### src/rtl/multicycle_control.sv
// Control FSM for the multi-cycle LEGv8 core. It sequences FETCH/DECODE/execute
// states over a shared memory with a req/ready handshake. It also counts retired
// instructions and pulses on illegal opcodes and on memory timeouts.
module multicycle_control #(
  parameter int OPCODE_W    = 11,
  parameter int CNT_W       = 32,
  parameter int MEM_TIMEOUT = 15
) (
  input  logic                clk,
  input  logic                reset,
  input  logic [OPCODE_W-1:0] opcode,
  input  logic                alu_zero,
  input  logic                mem_ready,
  output logic                mem_req,
  output logic                i_or_d,
  output logic                mem_read,
  output logic                mem_write,
  output logic                ir_write,
  output logic                pc_write,
  output logic                pc_src,
  output logic                reg2loc,
  output logic                alu_src,
  output logic [1:0]          alu_op,
  output logic                mem_to_reg,
  output logic                reg_write,
  output logic [2:0]          state,
  output logic [CNT_W-1:0]    instr_count,
  output logic                illegal,
  output logic                mem_error
);

  localparam int WAIT_W = (MEM_TIMEOUT < 2) ? 1 : $clog2(MEM_TIMEOUT + 1);

  localparam logic [10:0] OP_ADD  = 11'b10001011000;
  localparam logic [10:0] OP_SUB  = 11'b11001011000;
  localparam logic [10:0] OP_AND  = 11'b10001010000;
  localparam logic [10:0] OP_ORR  = 11'b10101010000;
  localparam logic [10:0] OP_LDUR = 11'b11111000010;
  localparam logic [10:0] OP_STUR = 11'b11111000000;

  typedef enum logic [2:0] {
    FETCH  = 3'd0,
    DECODE = 3'd1,
    EXEC_R = 3'd2,
    ADDR   = 3'd3,
    MEM_RD = 3'd4,
    MEM_WR = 3'd5,
    WB     = 3'd6,
    BRANCH = 3'd7
  } stateT;

  stateT             curState, nextState;
  logic [WAIT_W-1:0] waitCnt;
  logic              ldFlag, isBFlag;
  logic [CNT_W-1:0]  instrCount;
  logic              illegalQ, memErrQ;

  // Raw (pre-reset-gating) control outputs from the decode block.
  logic       memReq, iOrD, memRead, memWrite, irWrite, pcWrite, pcSrc;
  logic       reg2locC, aluSrc, memToReg, regWrite;
  logic [1:0] aluOp;
  logic       retire, illegalSet;

  // Opcode classes; only the top 11 bits carry the LEGv8 opcode.
  logic [10:0] opc;
  logic        isRType, isLdur, isStur, isCbz, isBOp;
  assign opc     = opcode[OPCODE_W-1 -: 11];
  assign isRType = (opc == OP_ADD) || (opc == OP_SUB) || (opc == OP_AND) || (opc == OP_ORR);
  assign isLdur  = (opc == OP_LDUR);
  assign isStur  = (opc == OP_STUR);
  assign isCbz   = (opc[10:3] == 8'b10110100);
  assign isBOp   = (opc[10:5] == 6'b000101);

  // Memory states request every cycle. A wait cycle is a request without
  // ready, and the last permitted wait cycle aborts (ready in it still wins).
  logic memState, memWait, timeout;
  assign memState = (curState == FETCH) || (curState == MEM_RD) || (curState == MEM_WR);
  assign memWait  = memState && !mem_ready;
  assign timeout  = memWait && (waitCnt == WAIT_W'(MEM_TIMEOUT - 1));

  // State register, wait counter, decode flags, retire counter and event pulses.
  always_ff @(posedge clk or negedge reset) begin
    if (!reset) begin
      curState   <= FETCH;
      waitCnt    <= '0;
      ldFlag     <= 1'b0;
      isBFlag    <= 1'b0;
      instrCount <= '0;
      illegalQ   <= 1'b0;
      memErrQ    <= 1'b0;
    end else begin
      curState <= nextState;
      // Leaving a memory state (ready or abort) always clears, so every entry starts at 0.
      waitCnt  <= (memWait && !timeout) ? waitCnt + WAIT_W'(1) : '0;
      illegalQ <= illegalSet;
      memErrQ  <= timeout;
      if (retire) instrCount <= instrCount + CNT_W'(1);
      // Rewritten on every decode so an older LDUR never leaks into a later WB.
      if (curState == DECODE) begin
        ldFlag  <= isLdur;
        isBFlag <= isBOp;
      end
    end
  end

  // Next-state and Moore outputs; ir_write/pc_write also qualified by ready/zero.
  always_comb begin
    nextState  = curState;
    memReq     = 1'b0;
    iOrD       = 1'b0;
    memRead    = 1'b0;
    memWrite   = 1'b0;
    irWrite    = 1'b0;
    pcWrite    = 1'b0;
    pcSrc      = 1'b0;
    reg2locC   = 1'b0;
    aluSrc     = 1'b0;
    aluOp      = 2'b00;
    memToReg   = 1'b0;
    regWrite   = 1'b0;
    retire     = 1'b0;
    illegalSet = 1'b0;
    case (curState)
      FETCH: begin
        memReq  = 1'b1;
        memRead = 1'b1;
        if (mem_ready) begin
          irWrite   = 1'b1;
          pcWrite   = 1'b1;
          nextState = DECODE;
        end else if (timeout) begin
          nextState = FETCH;  // refetch the same PC
        end
      end
      DECODE: begin
        if (isRType)              nextState = EXEC_R;
        else if (isLdur || isStur) nextState = ADDR;
        else if (isCbz || isBOp)   nextState = BRANCH;
        else begin
          illegalSet = 1'b1;
          nextState  = FETCH;
        end
      end
      EXEC_R: begin
        aluOp     = 2'b10;
        nextState = WB;
      end
      ADDR: begin
        aluSrc    = 1'b1;
        reg2locC  = 1'b1;
        nextState = ldFlag ? MEM_RD : MEM_WR;
      end
      MEM_RD: begin
        memReq  = 1'b1;
        memRead = 1'b1;
        iOrD    = 1'b1;
        if (mem_ready)    nextState = WB;
        else if (timeout) nextState = FETCH;
      end
      MEM_WR: begin
        memReq   = 1'b1;
        memWrite = 1'b1;
        iOrD     = 1'b1;
        reg2locC = 1'b1;
        if (mem_ready) begin
          nextState = FETCH;
          retire    = 1'b1;
        end else if (timeout) begin
          nextState = FETCH;
        end
      end
      WB: begin
        regWrite  = 1'b1;
        memToReg  = ldFlag;
        nextState = FETCH;
        retire    = 1'b1;
      end
      BRANCH: begin
        reg2locC  = 1'b1;
        aluOp     = 2'b01;
        pcSrc     = 1'b1;
        pcWrite   = isBFlag | alu_zero;
        nextState = FETCH;
        retire    = 1'b1;
      end
      default: nextState = FETCH;
    endcase
  end

  // The state register already sits in FETCH during reset, so combinational
  // outputs are gated with reset to keep mem_req low while it is asserted.
  assign mem_req     = reset & memReq;
  assign i_or_d      = reset & iOrD;
  assign mem_read    = reset & memRead;
  assign mem_write   = reset & memWrite;
  assign ir_write    = reset & irWrite;
  assign pc_write    = reset & pcWrite;
  assign pc_src      = reset & pcSrc;
  assign reg2loc     = reset & reg2locC;
  assign alu_src     = reset & aluSrc;
  assign alu_op      = reset ? aluOp : 2'b00;
  assign mem_to_reg  = reset & memToReg;
  assign reg_write   = reset & regWrite;
  assign state       = curState;
  assign instr_count = instrCount;
  assign illegal     = illegalQ;
  assign mem_error   = memErrQ;

endmodule

### config.mk
export PLATFORM = sky130hd
export DESIGN_NAME = multicycle_control
export DESIGN_NICKNAME = d
export VERILOG_FILES = /design/src/rtl/multicycle_control.sv
export SDC_FILE = /design/constraint.sdc
export NUM_CORES = 1
export LEC_CHECK = 0
export CAP_MARGIN = 20
export CORE_MARGIN = 2
export CORE_UTILIZATION = 51
export DETAILED_ROUTE_END_ITERATION = 10
export GPL_TIMING_DRIVEN = 1
export PLACE_DENSITY_LB_ADDON = 0.15
export REMOVE_ABC_BUFFERS = 1
export SYNTH_ARGS = -nofsm -noshare
export SYNTH_HDL_FRONTEND = slang
export SYNTH_SLANG_ARGS = --single-unit
### constraint.sdc
create_clock -name clk -period 4.65 [get_ports clk]
set_clock_uncertainty 0.05 [all_clocks]
set_input_delay 0.6975 -clock clk [delete_from_list [all_inputs] [get_ports clk]]
set_output_delay 0.6975 -clock clk [all_outputs]
set_load 0.02 [all_outputs]
======== Word level (Yosys, flattened, before mapping) ========
Cells that the tools add are included.
word-level totals
  flip-flop bits (word level) ............. 43
  input bits .............................. 15
cells by class
  add/sub/neg operators ................... 2
  equality and inequality tests ........... 16
  muxes and demuxes ....................... 29
  bitwise logic cells ..................... 12
  reductions and logical operators ........ 18
operators with widths
  operator                                                               number
  11-bit equality test, second input constant                            6
  32-bit by 1-bit adder with 32-bit output, second input constant        1
  3-bit two-way mux                                                      7
  3-bit case mux with 7 select lines                                     1
  1-bit two-way mux                                                      16
  3-bit equality test, second input constant                             4
  1-bit bitwise AND                                                      11
  8-bit equality test, second input constant                             1
  1-bit logical OR                                                       7
  3-bit by 2-bit equality test with 1-bit output, second input constant  2
  6-bit by 3-bit equality test with 1-bit output, second input constant  1
  2-bit OR reduction                                                     3
  3-bit OR reduction                                                     2
  4-bit by 1-bit adder with 4-bit output, second input constant          1
  4-bit equality test, second input constant                             1
  4-bit two-way mux                                                      1
  1-bit case mux with 2 select lines                                     2
  2-bit case mux with 2 select lines                                     1
  3-bit by 1-bit equality test with 1-bit output, second input constant  1
  1-bit logical AND                                                      3
  3-bit zero test                                                        1
  1-bit zero test                                                        2
  2-bit two-way mux                                                      1
  1-bit OR                                                               1

======== Logic depth before layout (Yosys ltp) ========
Gate-level depths: netlist of the first run.
  depth after elaboration ................. 8
  gate-level depth with buffers ........... 6
  depth with buffers taken out ............ 6

======== Worst setup path before layout of the first run ========
OpenSTA, ideal clock, no wires.
  path type ............................... register -> output
  start point ............................. register curState[2] (netlist: state[2])
  end point ............................... output mem_req
  arrival ................................. 1.758 ns
  data required time ...................... 3.903 ns
  setup slack ............................. 2.144 ns
  stages on the path, launching flop included .. 5
  cells stage by stage .................... dfrtp_1 -> clkbuf_1 -> nand2_1 -> nor3b_1 -> or2_2
on the way
  word-level cells in the longest chain between the ends .. 4
ends and longest elaborated chain
  item                                                    RTL line  text
  start, declared                                         52        stateT curState, nextState;
  start signal, assigned                                  92        curState <= nextState;
  3-bit equality test or 3-bit zero test (tied branches)  123       case (curState)
  3-bit OR reduction (no line) *                          --
  1-bit two-way mux *                                     123
  1-bit bitwise AND *                                     192       assign mem_req = reset & memReq;
  end, declared                                           14        output logic mem_req,
Every way passes the cells marked *; elsewhere a longest branch is shown, timed or not.

======== Worst setup path in the final report of the first run ========
  start point ............................. input mem_ready
  end point ............................... output pc_write
on the way
  word-level cells in the longest chain between the ends .. 3
ends and longest elaborated chain
  item                                RTL line  text
  start, declared                     13        input logic mem_ready,
  1-bit two-way mux                   127       if (mem_ready) begin
  1-bit case mux with 2 select lines  123
  1-bit bitwise AND                   197       assign pc_write = reset & pcWrite;
  end, declared                       19        output logic pc_write,
No other way between the ends.

==> results of run 1 <==
layout by cell type (no fill, tap or decap), types with 9 or more instances in the layout:
cell type        Yosys  layout
clkdlybuf4s50_1      0      63
dfrtp_1             43      43
inv_1               10      10
nand2_1             20      20
nand3_1             13      13
nand4_1              9       9
nor2_1              17      17
nor3_1              11      11
xnor2_1             15      15
xor2_1              18      18
logic make-up (layout without fill, tap and decap cells):
group           count (synthesis)  after routing
mux                             2              2
flops                          43             43
simple gates                  111            111
fa+ha+maj                       3              3
buf+inv                        17             83
compound gates                 18             18
xor+xnor                       33             33
synthesized netlist by cell type, types with 3 or more instances:
library cell / instances
dfrtp_1: 43
nand2_1: 20
xor2_1: 18
nor2_1: 17
xnor2_1: 15
nand3_1: 13
nor3_1: 11
inv_1: 10
nand4_1: 9
and2_1: 5
and3_1: 5
clkbuf_1: 5
nor3_2: 5
o21ai_0: 5
and4_1: 4
nor4_1: 4
ha_1: 3
cell type report:
cell class | count | area (um2) | area share
clock inverters | 2 | 12.5 | 0.00413
well taps | 52 | 65.1 | 0.0215
inverters | 10 | 37.5 | 0.0124
flip-flops and latches | 43 | 1080 | 0.355
clock buffers | 6 | 72.6 | 0.0239
repair buffers | 65 | 643 | 0.212
multi-input cells | 167 | 1120 | 0.371
power groups by stage:
| stage | clock network (uW) | logic, uW | registers (uW) |
|---|---|---|---|
| 3_5_place_dp | 0 | 374 | 493 |
| 4_1_cts | 235 | 376 | 486 |
| 2_1_floorplan | 0 | 171 | 517 |
| 6_report | 231 | 372 | 487 |
| 3_3_place_gp | 0 | 368 | 491 |
| 5_1_grt | 252 | 409 | 498 |
path summary, 6_finish.rpt:
| check | slack (ps) | start | to |
|---|---|---|---|
| worst min-delay path | 180 | reset | isBFlag |
| max in group asynchronous | 3660 | reset | instr_count[15] |
| min in group clk | 420 | instr_count[31] | instr_count[31] |
| worst min register to register | 420 | instr_count[31] | instr_count[31] |
| worst max register to register | 2580 | state[0] | instr_count[26] |
| worst max-delay path | 1490 | mem_ready | pc_write |
per-stage QoR:
stage	power (uW)	hold WS, ps	area, um2	setup slack [ps]	utilization
after floorplan	688	352	2240	2120	-
after global placement	859	405	2950	1540	0.681
after detailed placement	868	412	2950	1490	0.681
after CTS	1100	169	3030	1500	0.701
after global routing	1160	167	3030	1410	0.701
final	1090	176	3030	1490	0.701
layer usage:
metal	track usage	routed length (um)	vias to the layer above	share of wire
li1	-	-	923	-
met1	0.285	2300	941	0.48
met2	0.313	2210	51	0.46
met3	0.0527	243	6	0.051
met4	0.0545	53	0	0.011
met5	0	0	-	0
flip-flops by register name, summed over array words and instances (netlist names):
signal,cells
instr_count,32
waitCnt,4
state,3
illegal,1
isBFlag,1
ldFlag,1
mem_error,1
critical path: stages:
cell,delay (ps)
clkdlybuf4s50_1,640
or2b_1,290
o21ai_0,160
clkdlybuf4s50_1,630
==> results.toml, run 1 <==
[outcome]
status = "completed"

[synth]
netlist_instances = 227
yosys.area_share.simple = 0.289
yosysUniqueCellTypes = 46
synth_mux_area_frac = 0.00935
yosysTopAreaCell = "dfrtp_1"
synth_xor_area_frac = 0.127
synthAdderAreaFrac = 0.0165
synth_top_flop_cell = "dfrtp_1"
synth-edff-count = 0
yosys_warnings = 0
synth_top_area_frac = 0.473
synth-seq-area-share = 0.473
avgSynthCellArea_um2 = 10.0
synth_area_leaders = "dfrtp_1 47%, xor2_1 6.9%, xnor2_1 5.8%"
synth_top_family_by_area = "simple AND/OR/NAND/NOR gates"
synth-compound-area-share = 0.0528
synth_seq_cells = 43
syn_area_mm2 = 0.00228
ys_async_sr_fraction = 1.00

[clocking]
cts_buffer_depth = 2
postCtsSetupRepairBufs = 0
h-tree-depth = 2
ctsHoldBuffers = 0
cts_tree = "yes"
cts_root_buf = "clkbuf_8"
cts-resized-gates = 0
clk_pin_slew_ps = 70
clk_latency_ps = 290
clock_sinks = 43
cts_buffers = 5

[worst_setup_path]
r2r_cells = 4
end_kind = "output pin"
setup.worst_path.start_class = "input pin"
worstPathRequired_ps = 3900
critPathKind = "in -> out"
arrival_ps = 2410
worstPathMaxFanout = 8

[layout]
areaGrowthSynthToFinish_pct = 33.2
drive_above_1_share = 0.0683
insertedDiodeCount = 0
fillers = 348
nNetsFinal = 310
final_cell_count_no_fill = 345

[placed_design]
io_buffers = 64
dpl.cell_count = 337
hpwl_um = 3550
gp_congestion = 0.773

[timing]
tightest_slew_ps = 783
final_hold_viol_count = 0
max-slew-margin-rel = 0.473
period_minus_slack_ps = 3160
min_period_over_period = 0.680
rsz0062_at_grt = "false"
setup-tns-final_ps = 0
setup_viol = 0
drv_slew = 0
max_freq_ghz = 0.316

[global_routing]
grt_usage = 0.202
grt_pass1_wl_um = 8200
grt_antenna_before_repair = 0
grt_pass1_vias = 1797
grt-ovfl-total = 0
grt_max_degree = 42

[detailed_routing]
ant_nets = 0
avgViaCountPerCell = 5.57
route.detailed.drc = 0
first_pass_iters = 4
initialDrtViolationCount = 110
vias = 1921
wl_per_cell_um = 13.9
routed_wl_um = 4800

[die]
die_w_um = 70.8
die_y_um = 70.8
row_count = 24
start_util = 0.526
design.core.area_mm2 = 0.00432
ios = 65
die_area_mm2 = 0.00501

[power]
p_int_uw = 695
p_leak_uw = 0.00131
combPwrFrac = 0.341
switching_power_uw = 394
p_seq_frac = 0.447
p_sw_frac = 0.362
clockPowerShare = 0.212
vdd_drop_max_mv = 0.247
power_density_mw_per_mm2 = 359

[hold_path]
hold_path.class = "in -> async"

[flow_run]
cap_violations = 0
No activity file was read; power rests on OpenSTA's default activity.
==> run 2: changes to the inputs <==
Settings changed: CORE_UTILIZATION 51 to 43.
Clock period 4.65 ns to 2.8 ns, I/O delays scaled along.
==> run 2 against run 1 <==
Effect of this change: via count shrank 1.9%; sequential share of layout area shrank 0.60 points; clock power grew 68%; worst hold slack lost 110 ps; register-to-register slack lost 1900 ps; non-clock buffer count grew 4; total power grew 67%; global-route usage shrank 2.1 points; largest cell class unchanged; largest power group unchanged.
==> results.toml, run 2 (synthesized netlist as in run 1, its figures left out) <==
[clocking]
cts_root_buf = "clkbuf_8"
clk_pin_slew_ps = 80
clock_sinks = 43
cts-resized-gates = 0
postCtsSetupRepairBufs = 0
ctsHoldBuffers = 0
h-tree-depth = 2
clk_latency_ps = 300
cts_buffers = 5
cts_buffer_depth = 2
cts_tree = "yes"

[detailed_routing]
first_pass_iters = 4
vias = 1885
wl_per_cell_um = 13.7
ant_nets = 0
route.detailed.drc = 0
avgViaCountPerCell = 5.14
routed_wl_um = 5020
initialDrtViolationCount = 53

[global_routing]
grt_pass1_wl_um = 8670
grt_max_degree = 32
grt_pass1_vias = 1783
grt_usage = 0.181
grt_antenna_before_repair = 0
grt-ovfl-total = 0

[layout]
final_common_cell = "clkdlybuf4s50_1"
areaGrowthSynthToFinish_pct = 35.5
nNetsFinal = 314
final_cell_mix = "63 x clkdlybuf4s50_1, 43 x dfrtp_1, 20 x nand2_1"
drive_above_1_share = 0.0808
insertedDiodeCount = 0
final_cell_count_no_fill = 367
fillers = 470
largest_reg_flops = 32

[worst_setup_path]
r2r_start = "state[1]"
worstPathMaxFanout = 12
slowest_delay_ps = 600
critPathLaunch = "state[1]"
crit_cells = 4
worstPathRequired_ps = 2330
cpLargestDelayFamily = "buffers and inverters"
path_buf_inv = 2
arrival_ps = 2070
critPathCapture = "mem_req"
r2r_slack_ps = 710
end_kind = "output pin"
r2r_end = "instr_count[29]"
r2r_cells = 4
path_cells = "or3_1 > inv_1 > or2_2 > clkdlybuf4s50_1"
setup.worst_path.start_class = "flip-flop"
critPathKind = "reg -> out"
cp_slowest_cell = "clkdlybuf4s50_1"

[die]
design.core.area_mm2 = 0.00511
die_y_um = 76.8
die_w_um = 76.8
start_util = 0.446
die_area_mm2 = 0.00589
ios = 65
row_count = 26

[timing]
max-slew-margin-rel = 0.646
tightest_slew_ps = 531
period_minus_slack_ps = 2540
setup_viol = 0
final_hold_viol_count = 0
drv_slew = 0
min_period_over_period = 0.907
setup-tns-final_ps = 0
rsz0062_at_grt = "false"
max_freq_ghz = 0.394

[power]
vdd_drop_max_mv = 0.439
p_leak_uw = 0.00133
p_total_uw = 1820
power_density_mw_per_mm2 = 592

[placed_design]
gp_congestion = 0.761
dpl.cell_count = 359
hpwl_um = 3830
io_buffers = 64

[hold_path]
hold_path.class = "in -> async"

[flow_run]
cap_violations = 0

[outcome]
status = "completed"
## run 2: changes by cell type in the layout (fill, tap and decap cells not counted)
cell,previous run,this run
buf_4,1,5
## run 2: worst reg2reg max path, stage by stage (launching register included)
cell,delay (ps)
dfrtp_1,590
a21oi_2,90
or4_1,810
nor4_4,310
xor2_1,170
## run 2: metal layers
layer  track usage  routed length (um)
met1         0.247                2360
met2         0.292                2370
met5             0                   0
met3        0.0306                 220
met4        0.0655                  79
## run 2: where the power goes
part | total, uW | switching (uW) | internal [uW] | leakage [uW]
combinational | 644 | 344 | 300 | 0.000723
sequential | 794 | 104 | 690 | 0.000567
clock | 387 | 213 | 174 | 0.0000412
total | 1820 | 661 | 1160 | 0.00133
## run 2: worst min path at each step
stage               slack (ps)  cells after the start         end  startpoint
floorplan                   70                      0     illegal       reset
global placement           380                      2     isBFlag       reset
detailed placement         390                      2     isBFlag       reset
CTS                         60                      2     illegal       reset
global route                80                      2  waitCnt[0]       reset
finish                      70                      2     illegal       reset
## run 2: layout make-up
cell class / instances / area, um2 / area share
sequential: 43 / 1080 / 0.349
clock inverter: 2 / 12.5 / 0.00406
multi-input combinational: 167 / 1120 / 0.365
inverter: 10 / 37.5 / 0.0122
clock buffer: 6 / 72.6 / 0.0235
tap: 70 / 87.6 / 0.0284
timing repair buffer: 69 / 673 / 0.218
## run 2: through the flow
step                utilization  hold slack (ps)  setup slack, ps  area (um2)
floorplan                     -             74.4              572        2240
global placement          0.587              384              349        3000
detailed placement        0.587              388              327        3000
CTS                       0.604             64.7              269        3080
global route              0.604             83.0              129        3080
finish                    0.604             67.3              261        3080
==> run 3: changes to the inputs <==
--- a/config.mk
+++ b/config.mk
@@ -12,2 +12,3 @@
 export GPL_TIMING_DRIVEN = 1
+export MAX_ROUTING_LAYER = met4
 export PLACE_DENSITY_LB_ADDON = 0.15
--- a/constraint.sdc
+++ b/constraint.sdc
@@ -4,2 +4,2 @@
 set_output_delay 0.42 -clock clk [all_outputs]
-set_load 0.02 [all_outputs]
+set_load 0.1 [all_outputs]
==> run 3 against run 2 <==
Effect of this change: register-to-register slack better by 20 ps; sequential power is essentially flat; sequential share of layout area down 0.49 points; maximum frequency is 2.7% lower; via count up 1.3%; cell count is 0.27% higher; combinational power grew 99%; wire length up 4.2%; design area grew 1.4%; critical path depth grew 2; critical endpoint unchanged; highest routed layer unchanged.
==> results.toml, run 3 (synthesized netlist as in run 1, its figures left out) <==
[outcome]
status = "completed"

[global_routing]
grt_pass1_wl_um = 8830
grt-ovfl-total = 0
grt_max_degree = 40
grt_pass1_vias = 1809
grt_antenna_before_repair = 0
grt_usage = 0.190

[detailed_routing]
ant_nets = 0
avgViaCountPerCell = 5.19
route.detailed.drc = 0
wl_per_cell_um = 14.2
initialDrtViolationCount = 79
routed_wl_um = 5230
first_pass_iters = 4
vias = 1909

[clocking]
cts-resized-gates = 0
cts_buffers = 5
h-tree-depth = 2
clk_latency_ps = 290
cts_buffer_depth = 2
cts_root_buf = "clkbuf_8"
cts_tree = "yes"
clock_sinks = 43
clk_pin_slew_ps = 80

[hold_path]
hold_path.class = "reg -> reg"
min_path_cells = 1
worstHoldEndpoint = "instr_count[31]"
min_from = "instr_count[31]"

[power]
p_sw_frac = 0.504
combPwrFrac = 0.522
vdd_drop_max_mv = 0.476
switching_power_uw = 1240
power_density_mw_per_mm2 = 786
p_leak_uw = 0.00146
clockPowerShare = 0.155
p_seq_frac = 0.323
p_int_uw = 1220

[placed_design]
post_dp_cell_area_mm2 = 0.00304
hpwl_um = 3980
io_buffers = 64
dpl.cell_count = 359
gp_congestion = 0.748

[layout]
final_cell_mix = "43 x dfrtp_1, 42 x buf_4, 20 x nand2_1"
nNetsFinal = 315
final_common_cell = "dfrtp_1"
areaGrowthSynthToFinish_pct = 37.4
drive_above_1_share = 0.245
largest_reg_flops = 32
final_area_mm2 = 0.00313
final_cell_count_no_fill = 368
insertedDiodeCount = 0

[timing]
period_minus_slack_ps = 2610
max_freq_ghz = 0.383
tightest_slew_ps = 527
max-slew-margin-rel = 0.649
holdWs_ps = 428
min_period_over_period = 0.932
setup_viol = 0
final_hold_viol_count = 0
drv_slew = 0
rsz0062_at_grt = "false"

[die]
row_count = 26
ios = 65
design.core.area_mm2 = 0.00511
die_w_um = 76.8
start_util = 0.446
die_area_mm2 = 0.00589
die_y_um = 76.8

[worst_setup_path]
arrival_ps = 2140
r2r_cells = 4
r2r_start = "state[0]"
worstPathMaxFanout = 9
r2r_end = "instr_count[29]"
critPathKind = "in -> out"
end_kind = "output pin"
worstPathRequired_ps = 2330
setup.worst_path.start_class = "input pin"
r2r_slack_ps = 730

[flow_run]
cap_violations = 0
[run 3: power groups by stage]
| stage | Combinational, uW | Clock, uW | Sequential, uW |
|---|---|---|---|
| floorplan | 504 | 0 | 1190 |
| global placement | 1280 | 0 | 804 |
| detailed placement | 1290 | 0 | 806 |
| CTS | 1290 | 389 | 795 |
| global route | 1350 | 415 | 808 |
| finish | 1280 | 381 | 795 |
[run 3: worst max path at each step]
| stage | slack, ps | end | startpoint | cells past startpoint |
|---|---|---|---|---|
| 2_1_floorplan | -2920 | pc_write | state[2] | 4 |
| 3_3_place_gp | 430 | instr_count[29] | mem_ready | 5 |
| 3_5_place_dp | 400 | instr_count[29] | mem_ready | 5 |
| 4_1_cts | 200 | pc_write | reset | 6 |
| 5_1_grt | 80 | pc_write | reset | 6 |
| 6_report | 190 | mem_req | reset | 6 |
[run 3: layout make-up]
class	count	area, um2
clock inverter	1	5.00
clock buffer	7	76.3
fill	442	1980
inverter	10	37.5
sequential	43	1080
tap	70	87.6
multi-input combinational	167	1120
timing repair buffer	70	721
[run 3: through the flow]
stage                     total power [uW]   util  setup WS, ps  TNS (ps)
after floorplan                       1690      -         -2920    -12890
after global placement                2090  0.595           426         0
after detailed placement              2090  0.595           397         0
after CTS                             2470  0.612           196         0
after global routing                  2570  0.612          77.1         0
final                                 2460  0.612           190         0
[run 3: timing repair]
action | CTS | global route
hold buffers | 1 | 0
endpoints found under the setup margin | 0 | 0
hold endpoints to repair | 4 | 0
setup buffers | 0 | 0
[run 3: per-layer routing]
metal | GRT usage | up-vias | wire, um
li1 | - | 936 | -
met1 | 0.265 | 916 | 2490
met2 | 0.291 | 52 | 2480
met3 | 0.0365 | 5 | 222
met4 | 0.0382 | 0 | 38
met5 | - | - | 0
[run 3: worst max-delay path: stages]
cell and delay (ps):
dlygate4sd3_1 530, buf_2 220, nand2_1 130, nor3b_1 430
or2_2 230, buf_12 170
